--- src/rtl/lsu_ctrl_if.sv ---
// lsu_ctrl_if.sv - core-side request/response bundle of the load/store control stage.
// master = core side (issues requests, consumes responses), slave = lsu_ctrl.
interface lsu_ctrl_if #(
    parameter int ADDR_W = 32
) ();
    logic              req_valid;
    logic              req_ready;
    logic              req_we;
    logic [1:0]        req_size;
    logic              req_unsigned;
    logic [ADDR_W-1:0] req_addr;
    logic [31:0]       req_wdata;
    logic              rsp_valid;
    logic              rsp_ready;
    logic [31:0]       rsp_rdata;
    logic              rsp_err;

    modport master (
        output req_valid, req_we, req_size, req_unsigned, req_addr, req_wdata, rsp_ready,
        input  req_ready, rsp_valid, rsp_rdata, rsp_err
    );

    modport slave (
        input  req_valid, req_we, req_size, req_unsigned, req_addr, req_wdata, rsp_ready,
        output req_ready, rsp_valid, rsp_rdata, rsp_err
    );
endinterface

--- src/rtl/lsu_ctrl.sv ---
// lsu_ctrl.sv - load/store control stage in front of the word-organised data memory.
// Takes one request at a time, drives the memory address/lane/strobe lines for a
// single ACCESS cycle and returns a registered, sign/zero-extended response.
// Build macro: LSU_MISALIGN_TRAP_EN - when defined, misaligned half/word accesses
// are reported as errors; when undefined, the misaligning low address bits are
// forced to zero and the access completes normally.
module lsu_ctrl #(
    parameter int ADDR_W        = 32,
    parameter int MEM_WORDS_LG2 = 7
) (
    input  logic                     clk,
    input  logic                     rstn,
    lsu_ctrl_if.slave                bus,
    output logic [MEM_WORDS_LG2-1:0] DMAdd,
    output logic [1:0]               LastTwo,
    output logic                     SpecialIn,
    output logic                     BorH,
    output logic [31:0]              DataIn,
    output logic                     DMW,
    output logic                     DMR,
    input  logic [31:0]              DataOut
);
    // First address bit beyond the memory; any set bit from here up is out of range.
    localparam int HI_LSB = MEM_WORDS_LG2 + 2;

    typedef enum logic [1:0] {
        IDLE   = 2'b00,
        ACCESS = 2'b01,
        RESP   = 2'b10
    } state_t;

    state_t                   state_r;
    state_t                   next_state_s;
    logic                     accept_s;
    logic                     size_err_s;
    logic                     range_err_s;
    logic                     align_err_s;
    logic                     err_s;
    logic [1:0]               low_s;

    logic                     req_ready_r;
    logic                     rsp_valid_r;
    logic                     rsp_err_r;
    logic [31:0]              rsp_rdata_r;
    logic                     we_r;
    logic                     uns_r;
    logic [1:0]               size_r;
    logic [MEM_WORDS_LG2-1:0] dm_add_r;
    logic [1:0]               last_two_r;
    logic                     special_r;
    logic                     borh_r;
    logic [31:0]              data_in_r;
    logic                     dmw_r;
    logic                     dmr_r;

    // Selects the addressed byte/half lane of a memory word and extends it to 32 bits.
    function automatic logic [31:0] extract_load(
        input logic [31:0] word,
        input logic [1:0]  lane,
        input logic [1:0]  size,
        input logic        uns
    );
        logic [7:0]  b;
        logic [15:0] h;
        logic [31:0] r;
        case (lane)
            2'b00:   b = word[7:0];
            2'b01:   b = word[15:8];
            2'b10:   b = word[23:16];
            2'b11:   b = word[31:24];
            default: b = 8'h00;
        endcase
        if (lane[1]) begin
            h = word[31:16];
        end else begin
            h = word[15:0];
        end
        case (size)
            2'b00:   r = {{24{~uns & b[7]}}, b};
            2'b01:   r = {{16{~uns & h[15]}}, h};
            2'b10:   r = word;
            default: r = 32'h0000_0000;
        endcase
        return r;
    endfunction

    // Classifies the presented request and computes its effective low address bits.
    always_comb begin
        size_err_s  = (bus.req_size == 2'b11);
        range_err_s = |bus.req_addr[ADDR_W-1:HI_LSB];
`ifdef LSU_MISALIGN_TRAP_EN
        case (bus.req_size)
            2'b01:   align_err_s = bus.req_addr[0];
            2'b10:   align_err_s = |bus.req_addr[1:0];
            default: align_err_s = 1'b0;
        endcase
        low_s = bus.req_addr[1:0];
`else
        align_err_s = 1'b0;
        case (bus.req_size)
            2'b01:   low_s = {bus.req_addr[1], 1'b0};
            2'b10:   low_s = 2'b00;
            default: low_s = bus.req_addr[1:0];
        endcase
`endif
        err_s = size_err_s | range_err_s | align_err_s;
    end

    // Next-state decode: legal requests go through ACCESS, erroring ones skip to RESP.
    always_comb begin
        accept_s     = (state_r == IDLE) && bus.req_valid && req_ready_r;
        next_state_s = state_r;
        case (state_r)
            IDLE: begin
                if (accept_s) begin
                    next_state_s = err_s ? RESP : ACCESS;
                end else begin
                    next_state_s = IDLE;
                end
            end
            ACCESS: next_state_s = RESP;
            RESP: begin
                if (rsp_valid_r && bus.rsp_ready) begin
                    next_state_s = IDLE;
                end else begin
                    next_state_s = RESP;
                end
            end
            default: next_state_s = IDLE;
        endcase
    end

    // FSM state, request latch, memory strobes and registered response.
    always_ff @(posedge clk or negedge rstn) begin
        if (!rstn) begin
            state_r     <= IDLE;
            req_ready_r <= 1'b0;
            rsp_valid_r <= 1'b0;
            rsp_err_r   <= 1'b0;
            rsp_rdata_r <= 32'h0000_0000;
            we_r        <= 1'b0;
            uns_r       <= 1'b0;
            size_r      <= 2'b00;
            dm_add_r    <= '0;
            last_two_r  <= 2'b00;
            special_r   <= 1'b0;
            borh_r      <= 1'b0;
            data_in_r   <= 32'h0000_0000;
            dmw_r       <= 1'b0;
            dmr_r       <= 1'b0;
        end else begin
            state_r     <= next_state_s;
            req_ready_r <= (next_state_s == IDLE);
            rsp_valid_r <= (next_state_s == RESP);
            dmw_r       <= 1'b0;
            dmr_r       <= 1'b0;
            if (accept_s) begin
                we_r        <= bus.req_we;
                uns_r       <= bus.req_unsigned;
                size_r      <= bus.req_size;
                dm_add_r    <= bus.req_addr[HI_LSB-1:2];
                last_two_r  <= low_s;
                special_r   <= (bus.req_size == 2'b00) || (bus.req_size == 2'b01);
                borh_r      <= (bus.req_size == 2'b01);
                data_in_r   <= bus.req_wdata;
                rsp_err_r   <= err_s;
                rsp_rdata_r <= 32'h0000_0000;
                dmw_r       <= ~err_s & bus.req_we;
                dmr_r       <= ~err_s & ~bus.req_we;
            end else if (state_r == ACCESS) begin
                if (we_r) begin
                    rsp_rdata_r <= 32'h0000_0000;
                end else begin
                    rsp_rdata_r <= extract_load(DataOut, last_two_r, size_r, uns_r);
                end
            end
        end
    end

    assign bus.req_ready = req_ready_r;
    assign bus.rsp_valid = rsp_valid_r;
    assign bus.rsp_rdata = rsp_rdata_r;
    assign bus.rsp_err   = rsp_err_r;
    assign DMAdd         = dm_add_r;
    assign LastTwo       = last_two_r;
    assign SpecialIn     = special_r;
    assign BorH          = borh_r;
    assign DataIn        = data_in_r;
    assign DMW           = dmw_r;
    assign DMR           = dmr_r;
endmodule

--- src/flat_wrapper.sv ---
// flat-port wrapper written by rule: the top's interface ports become plain ports
module lsu_ctrl_flat 
#(
    parameter int ADDR_W        = 32,
    parameter int MEM_WORDS_LG2 = 7
)
  (clk, rstn, DMAdd, LastTwo, SpecialIn, BorH, DataIn, DMW, DMR, DataOut, bus_req_valid, bus_req_we, bus_req_size, bus_req_unsigned, bus_req_addr, bus_req_wdata, bus_rsp_ready, bus_req_ready, bus_rsp_valid, bus_rsp_rdata, bus_rsp_err);
  lsu_ctrl_if #(.ADDR_W(ADDR_W)) bus_i ();
  input  logic clk;
  input  logic rstn;
  output logic [MEM_WORDS_LG2-1:0] DMAdd;
  output logic [1:0] LastTwo;
  output logic SpecialIn;
  output logic BorH;
  output logic [31:0] DataIn;
  output logic DMW;
  output logic DMR;
  input  logic [31:0] DataOut;
  input wire logic [$bits(bus_i.req_valid)-1:0] bus_req_valid;
  input wire logic [$bits(bus_i.req_we)-1:0] bus_req_we;
  input wire logic [$bits(bus_i.req_size)-1:0] bus_req_size;
  input wire logic [$bits(bus_i.req_unsigned)-1:0] bus_req_unsigned;
  input wire logic [$bits(bus_i.req_addr)-1:0] bus_req_addr;
  input wire logic [$bits(bus_i.req_wdata)-1:0] bus_req_wdata;
  input wire logic [$bits(bus_i.rsp_ready)-1:0] bus_rsp_ready;
  output wire logic [$bits(bus_i.req_ready)-1:0] bus_req_ready;
  output wire logic [$bits(bus_i.rsp_valid)-1:0] bus_rsp_valid;
  output wire logic [$bits(bus_i.rsp_rdata)-1:0] bus_rsp_rdata;
  output wire logic [$bits(bus_i.rsp_err)-1:0] bus_rsp_err;
  assign bus_i.req_valid = bus_req_valid;
  assign bus_i.req_we = bus_req_we;
  assign bus_i.req_size = bus_req_size;
  assign bus_i.req_unsigned = bus_req_unsigned;
  assign bus_i.req_addr = bus_req_addr;
  assign bus_i.req_wdata = bus_req_wdata;
  assign bus_i.rsp_ready = bus_rsp_ready;
  assign bus_req_ready = bus_i.req_ready;
  assign bus_rsp_valid = bus_i.rsp_valid;
  assign bus_rsp_rdata = bus_i.rsp_rdata;
  assign bus_rsp_err = bus_i.rsp_err;
  lsu_ctrl #(.ADDR_W(ADDR_W), .MEM_WORDS_LG2(MEM_WORDS_LG2)) u_core (.clk(clk), .rstn(rstn), .bus(bus_i), .DMAdd(DMAdd), .LastTwo(LastTwo), .SpecialIn(SpecialIn), .BorH(BorH), .DataIn(DataIn), .DMW(DMW), .DMR(DMR), .DataOut(DataOut));
endmodule
--- config.mk ---
export PLATFORM = sky130hd
export DESIGN_NAME = lsu_ctrl_flat
export DESIGN_NICKNAME = d
export VERILOG_FILES = /design/src/rtl/lsu_ctrl_if.sv /design/src/rtl/lsu_ctrl.sv /design/src/flat_wrapper.sv
export SDC_FILE = /design/constraint.sdc
export NUM_CORES = 1
export LEC_CHECK = 0
export ABC_AREA = 1
export CORE_UTILIZATION = 35
export DETAILED_ROUTE_END_ITERATION = 6
export GPL_TIMING_DRIVEN = 0
export PLACE_DENSITY = 0.78
export RECOVER_POWER = 25
export SYNTH_ARGS = -nofsm -noshare
export SYNTH_HDL_FRONTEND = slang
export SYNTH_SLANG_ARGS = --single-unit
--- constraint.sdc ---
create_clock -name clk -period 2.5 [get_ports clk]
set_clock_uncertainty 0.15 [all_clocks]
set_input_delay 0.25 -clock clk [delete_from_list [all_inputs] [get_ports clk]]
set_output_delay 0.25 -clock clk [all_outputs]
set_load 0.005 [all_outputs]
* Yosys cells after proc, flatten, opt, wreduce, memory -nomap -nowiden
Cells that the tools add are included.
** Word-level totals
- Register bits :: 86
- Input port bits :: 104
- Output and inout bits :: 80
- Word-level logic and storage cells :: 64
** Cells by class
- Equality and inequality tests :: 11
- Mux-type cells :: 19
- Bitwise logic cells :: 8
- Reduce and logical (&&, ||, !) cells :: 11
** Operator list (count)
- $mux 32 :: 3
- $pmux 32 s3 :: 1
- $mux 16 :: 4
- $pmux 8 s4 :: 1
- $mux 8 :: 3
- $reduce_or 23->1 :: 1
- $eq 2x2->1 const B :: 7
- $logic_not 2->1 :: 5
- $eq 2x1->1 const B :: 4
- $mux 2 :: 3
- $pmux 2 s3 :: 1
- $and 1x1->1 :: 4
- $pmux 2 s2 :: 1
- $logic_and 1x1->1 :: 3
- $not 1->1 :: 3
- $mux 1 :: 2
- $reduce_bool 2->1 :: 1
- $logic_or 1x1->1 :: 1
- $or 1x1->1 :: 1

* Longest topological paths before layout
Gate-level depths: netlist of run 1.
- Word-level depth :: 10
- Depth in mapped cells :: 10
- Mapped depth without buffers :: 9

* Least setup slack after synthesis of run 1
No wires, ideal clock.
- Path type :: flip-flop to flip-flop
- Start :: reg u_core.last_two_r[0] (netlist: u_core.LastTwo[0])
- End :: reg u_core.rsp_rdata_r[0] (netlist: u_core.bus.rsp_rdata[0])
- Library setup time :: 0.116 ns
- Data arrival time :: 1.237 ns
- Required time :: 2.234 ns
- Slack :: 0.997 ns
- Cell stages (with the launch flop) :: 9
- Path buffers :: 1
- Period minus slack after synthesis :: 1.503 ns
- Cell sequence :: dfrtp_1 buf_2 inv_1 nand2_2 or2_2 nand3_1 nand3_1 nand2_1 nand2_1
** Between the ends
- Longest elaborated chain between the ends :: 9
- Elaborated cells between the ends (all ways) :: 12
- Those cells by class :: 3 x eq/ne; 8 x mux; 1 x reduce/logical
** RTL lines
- start: declaration :: RTL line lsu_ctrl.sv:49 : logic [1:0] last_two_r;
- start signal: assignment :: RTL line lsu_ctrl.sv:162 : last_two_r <= low_s;
- $eq 2x2->1, or another cell as far along :: RTL line lsu_ctrl.sv:66 : case (lane)
- $pmux 8 s4 * :: RTL line lsu_ctrl.sv:66
- $mux 8 * :: RTL line lsu_ctrl.sv:171 : if (we_r) begin
- $mux 8 * :: RTL line lsu_ctrl.sv:170 : end else if (state_r == ACCESS) begin
- $mux 8 * :: RTL line lsu_ctrl.sv:157 : if (accept_s) begin
- $pmux 32 s3 * :: RTL line lsu_ctrl.sv:78 : case (size)
- $mux 32 * :: RTL line lsu_ctrl.sv:171
- $mux 32 * :: RTL line lsu_ctrl.sv:170
- $mux 32 * :: RTL line lsu_ctrl.sv:157
- end signal: assignment :: RTL line lsu_ctrl.sv:174 : rsp_rdata_r <= extract_load(DataOut, last_two_r, size_r, uns_r);
- end: declaration :: RTL line lsu_ctrl.sv:44 : logic [31:0] rsp_rdata_r;
Mark *: on every way between the ends. The rest lies on a longest branch, timed or not. The select of a mux whose other input is x is not followed.
A chain may end at the register's enable or synchronous reset.

* Worst setup path after layout of run 1
- Start :: reg u_core.last_two_r[1] (netlist: u_core.LastTwo[1])
- End :: out LastTwo[1]
** RTL lines
- end: declaration :: RTL line flat_wrapper.sv:12 : output logic [1:0] LastTwo;
No word-level cell between the ends.

==> flow_summary.yaml, run 1 <==
timing:
  drv_slew: 0
  period_share_pct: 69.6
  setup_viol: 0
  min_period_ps: 1740
  worstMarginPinSlew_ps: 1230
  max_slew_margin_pct: 18.1
  clock.fmax_mhz: 574
  rsz0062_at_grt: "false"
  hold_viol_final: 0
worst_setup_path:
  reg2reg_slack_ps: 820
  path_cells: "clkdlybuf4s50_1"
  worstPathRequired_ps: 2100
  worst_path_largest_cell_delay_ps: 570
  critPathTopFamily: "buffers and inverters"
  cp-end-kind: "output port"
  cp_num_buf_inv: 1
  cp_max_fo: 4
  start_kind: "flip-flop"
  cp.arrival_ps: 1340
  worstSetupPathType: "flip-flop to output port"
  slowest_stage: "clkdlybuf4s50_1"
synthesis:
  muxShareOfSynthArea_pct: 0
  synthSimpleGateAreaFrac_pct: 35.3
  synth_area_leaders: "dfrtp_1 50%, nand2_1 28%, a21oi_1 3.7%, inv_1 2.3%, nand3_1 2.2%"
  synth-compound-area-share_pct: 6.57
  synth.most_common_cell: "nand2_1"
  ys.flop_type: "dfrtp_1"
  synth_cell_types: 30
  synth_top_area_share_pct: 49.8
  synthArstFlopShare_pct: 100
  yosys.area.top_type: "dfrtp_1"
  synth_common_cells: "323 x nand2_1, 86 x dfrtp_1, 32 x a21oi_1"
  ys_warn_count: 0
  ys_seq_elements: 86
  syn_avg_cell_area_um2: 7.38
  synthesis.nets: 693
  synth-adder-area-share_pct: 0.868
  syn-instance-count: 586
  synthXorXnorAreaFrac_pct: 0
  synth_edf_count: 0
  syn-cell-area_mm2: 0.00432
  synth_top_family_by_area: "simple AND/OR/NAND/NOR gates"
  ys_seq_area_share_pct: 49.8
floorplanning:
  die_w_um: 113
  start_util_pct: 36.0
  coreArea_mm2: 0.0120
  fp-row-count: 40
  dieArea_mm2: 0.0128
  pin_count: 184
  die_h_um: 113
clock_network:
  postCtsSetupBuffers: 0
  root_buffer: "clkbuf_16"
  numCtsBuffers: 9
  cts-hold-fix-buffers: 1
  cts_tree: "done"
  insertion_delay_ps: 350
  htreeDepth: 3
  cts.repair.resized: 0
  path_clk_slew_ps: 70
  cts_sinks: 86
  cts_buffer_depth: 2
power_and_ir_drop:
  internal_power_w: 0.00387
  p_leak_nw: 3.40
  ir_drop_uv: 474
  p_sw_share_pct: 37.9
  cellPowerDensity_mw_per_mm2: 933
  sequentialPowerShare_pct: 32.1
  clock_power_share_pct: 21.5
  p_switching_w: 0.00236
  p_total_w: 0.00622
  p_comb_share_pct: 46.4
routing:
  drt-initial-drc-count: 225
  routedWlPerCell_um: 13.2
  vias: 4252
  drtPass1Iterations: 4
  drc: 0
  totalWireLength_mm: 12.4
  ant_nets: 0
  viasPerCell: 4.55
global_routing:
  grt_overflow_total: 0
  antenna_found_initial: 0
  grt_max_degree: 67
  grt_util_all_layers_pct: 19.8
  grt_pass1_wl_mm: 19.7
  grt_pass1_vias: 3956
final_layout:
  fin_area_mm2: 0.00667
  fillCellCount: 1148
  final_layout_size_suffix_gt1_share_pct: 8.13
  regArea_mm2: 0.00215
  area_growth_pct: 54.3
  fin_nets: 889
  multiInputGateArea_mm2: 0.00185
  num_antenna_cells: 0
placed_design:
  dp.final_hpwl_mm: 9.45
  gp_congestion: 0.895
  portBuffers: 183
  placed_cell_area_mm2: 0.00636
run_status:
  outcome: "complete, no violations"
hold_path:
  hp-class: "input pin to flip-flop"
flow_run:
  drv_cap: 0
[final cells by class]
cell class | count | share of cell area (%)
sequential | 86 | 32.3
timing repair buffer | 185 | 27.9
multi-input combinational | 434 | 27.7
clock buffer | 9 | 3.38
tap | 147 | 2.76
buffer | 28 | 2.74
inverter | 38 | 2.14
clock inverter | 7 | 1.13
[layout by cell type, fill, tap and decap left out, types with 4 or more instances in the layout]
master,count
a21oi_1,32
buf_4,9
clkbuf_1,5
buf_6,4
nand2_1,323
nand3_1,19
inv_1,27
o21ai_0,10
clkbuf_16,9
buf_2,11
o211ai_1,6
nand2_2,4
clkdlybuf4s50_1,182
nor2_1,22
inv_2,10
dfrtp_1,86
[cell families after synthesis]
kind of cell | after synthesis
AO/OA/AOI/OAI | 52
adder cells (fa/ha/maj) | 3
buffers and inverters | 66
flip-flops | 86
AND/OR/NAND/NOR | 379
[flip-flops by register name, indices dropped and copies added, names as in the netlist]
signal	flops
u_core.bus.rsp_err	1
u_core.DMW	1
u_core.we_r	1
u_core.DataIn	32
u_core.size_r	2
u_core.bus.rsp_rdata	32
u_core.DMAdd	7
u_core.DMR	1
u_core.state_r	2
u_core.bus.req_ready	1
u_core.SpecialIn	1
u_core.bus.rsp_valid	1
u_core.uns_r	1
u_core.BorH	1
u_core.LastTwo	2
[metrics by stage]
step / instances / setup WS (ps) / utilization, % / hold slack (ps) / TNS, ps
after floorplan: 586 / 997 / - / -196 / 0
after global placement: 916 / -2170 / 52.8 / 302 / -186190
after detailed placement: 917 / 528 / 53.0 / 12.0 / 0
after CTS: 934 / 729 / 55.6 / 175 / 0
after global routing: 934 / 461 / 55.5 / 279 / 0
final: 934 / 759 / 55.5 / 282 / 0
[power groups by stage]
stage,Combinational [W],Sequential (W),Clock [W]
after global placement,0.00285,0.00200,0
after CTS,0.00291,0.00200,0.00137
after global routing,0.00322,0.00204,0.00145
after detailed placement,0.00290,0.00201,0
after floorplan,0.00154,0.00204,0
final,0.00289,0.00200,0.00134
[layer usage]
layer / wire, um / track usage, % / vias up
li1: - / - / 2192
met4: 111 / 4.91 / 0
met2: 6090 / 33.0 / 125
met1: 5320 / 24.9 / 1925
met5: 0 / 0 / -
met3: 832 / 6.16 / 10
[worst paths after layout]
check	startpoint	end	cells past startpoint
max	u_core.LastTwo[1]	LastTwo[1]	1
min	bus_req_wdata[1]	u_core.DataIn[1]	3
max reg2reg	u_core.LastTwo[0]	u_core.bus.rsp_rdata[0]	8
min reg2reg	u_core.DataIn[14]	u_core.DataIn[14]	2
max in group asynchronous	rstn	u_core.bus.rsp_rdata[15]	3
min in group asynchronous	rstn	u_core.bus.rsp_rdata[25]	2
Note: power is estimated with default switching activity, not from simulation.
==> run 2, diff against run 1 <==
clock period = 1.81 ns   (was 2.5 ns; I/O delays follow)
==> flow_summary.yaml, run 2 (synthesized netlist as in run 1, its figures left out) <==
final_layout:
  final_util_pct: 55.4
  final_layout_size_suffix_gt1_share_pct: 8.39
  layout_commonest_cell: "nand2_1"
  num_antenna_cells: 0
  area_growth_pct: 54.0
  final_cell_mix: "323 x nand2_1, 182 x clkdlybuf4s50_1, 86 x dfrtp_1"
  fin_nets: 889
  final_cells: 934
placed_design:
  dp.final_hpwl_mm: 9.45
  portBuffers: 183
  gp_congestion: 0.895
  place_inst: 917
clock_network:
  numCtsBuffers: 9
  insertion_delay_ps: 350
  cts_tree: "done"
  cts_buffer_depth: 2
  root_buffer: "clkbuf_16"
  path_clk_slew_ps: 70
  htreeDepth: 3
  postCtsSetupBuffers: 0
  cts_sinks: 86
run_status:
  outcome: "complete, no violations"
global_routing:
  grt_max_degree: 67
  grt_overflow_total: 0
  grt_pass1_vias: 3956
  grt_util_all_layers_pct: 19.8
  grt_pass1_wl_mm: 19.7
  antenna_found_initial: 0
timing:
  clock.fmax_mhz: 596
  worstMarginPinSlew_ps: 596
  rsz0062_at_grt: "true"
  period_share_pct: 92.7
  hold_viol_final: 0
  setup_viol: 0
  drv_slew: 0
  max_slew_margin_pct: 60.3
  min_period_ps: 1680
floorplanning:
  fp-row-count: 40
  start_util_pct: 36.0
  dieArea_mm2: 0.0128
  pin_count: 184
  die_h_um: 113
  coreArea_mm2: 0.0120
  die_w_um: 113
worst_setup_path:
  start_kind: "flip-flop"
  cp.arrival_ps: 1760
  cp_max_fo: 10
  worstSetupPathType: "flip-flop to flip-flop"
  ff2ff_path_depth: 8
  worstPathRequired_ps: 1900
  cp-end-kind: "flip-flop"
routing:
  drt-initial-drc-count: 220
  vias: 4246
  ant_nets: 0
  drtPass1Iterations: 4
  drc: 0
  totalWireLength_mm: 12.3
  viasPerCell: 4.55
  routedWlPerCell_um: 13.2
power_and_ir_drop:
  cellPowerDensity_mw_per_mm2: 1290
  ir_drop_uv: 656
  p_leak_nw: 3.40
hold_path:
  hp-class: "input pin to async pin"
flow_run:
  drv_cap: 0
[run 2: cell count changes in the layout (fill, tap and decap cells not counted)]
cell,before,now
buf_16,1,0
buf_6,4,5
clkbuf_1,5,3
clkbuf_2,0,2
[run 2: critical path, stage by stage, from the launching register on]
cell and delay [ps]:
dfrtp_1 400, buf_2 200, inv_1 150, nand2_2 120
or2_2 290, nand3_1 80, nand3_1 70, nand2_1 70
nand2_1 40
[run 2: path summary, 6_finish.rpt]
| check | from | end | slack, ps |
|---|---|---|---|
| setup reg to reg | u_core.LastTwo[0] | u_core.bus.rsp_rdata[0] | 130 |
| hold / removal | rstn | u_core.bus.rsp_rdata[25] | 190 |
| max in group asynchronous | rstn | u_core.bus.rsp_rdata[15] | 370 |
| setup / recovery | u_core.LastTwo[0] | u_core.bus.rsp_rdata[0] | 130 |
| hold reg to reg | u_core.DataIn[14] | u_core.DataIn[14] | 320 |
| min in group clk | bus_req_wdata[1] | u_core.DataIn[1] | 210 |
[run 2: power breakdown]
group	internal, W	leakage [nW]	switching, W
Sequential	0.00246	1.12	0.000294
Combinational	0.00190	2.14	0.00209
Clock	0.000979	0.145	0.000876
Total	0.00534	3.40	0.00326
[run 2: timing repair]
action,CTS,global route
setup endpoints to repair,0,2
endpoints found under the hold margin,86,0
resized for setup,0,2
hold buffers,1,0
[run 2: routing by layer]
layer	track usage, %	part of all wire [%]
met1	24.9	43
met2	33.0	49
met3	6.16	6.9
met4	4.91	1.0
met5	0	0
[run 2: area by class of cell]
type                       instances  area (um^2)
inverter                          38          143
timing repair buffer             185         1850
sequential                        86         2150
multi-input combinational        434         1850
clock inverter                     7         75.1
buffer                            28          184
fill                            1152         5360
tap                              147          184
clock buffer                       9          225
[run 2: stage by stage]
stage	setup WS, ps	TNS (ps)	cell area (um^2)	total power, W	hold WS, ps
after CTS	108	0	6670	0.00868	106
after floorplan	307	0	4320	0.00494	-265
final	131	0	6660	0.00860	186
after global placement	-2790	-241490	6340	0.00670	302
after detailed placement	-93.4	-1670	6360	0.00679	-57.0
after global routing	-1.08	-1.08	6660	0.00926	210
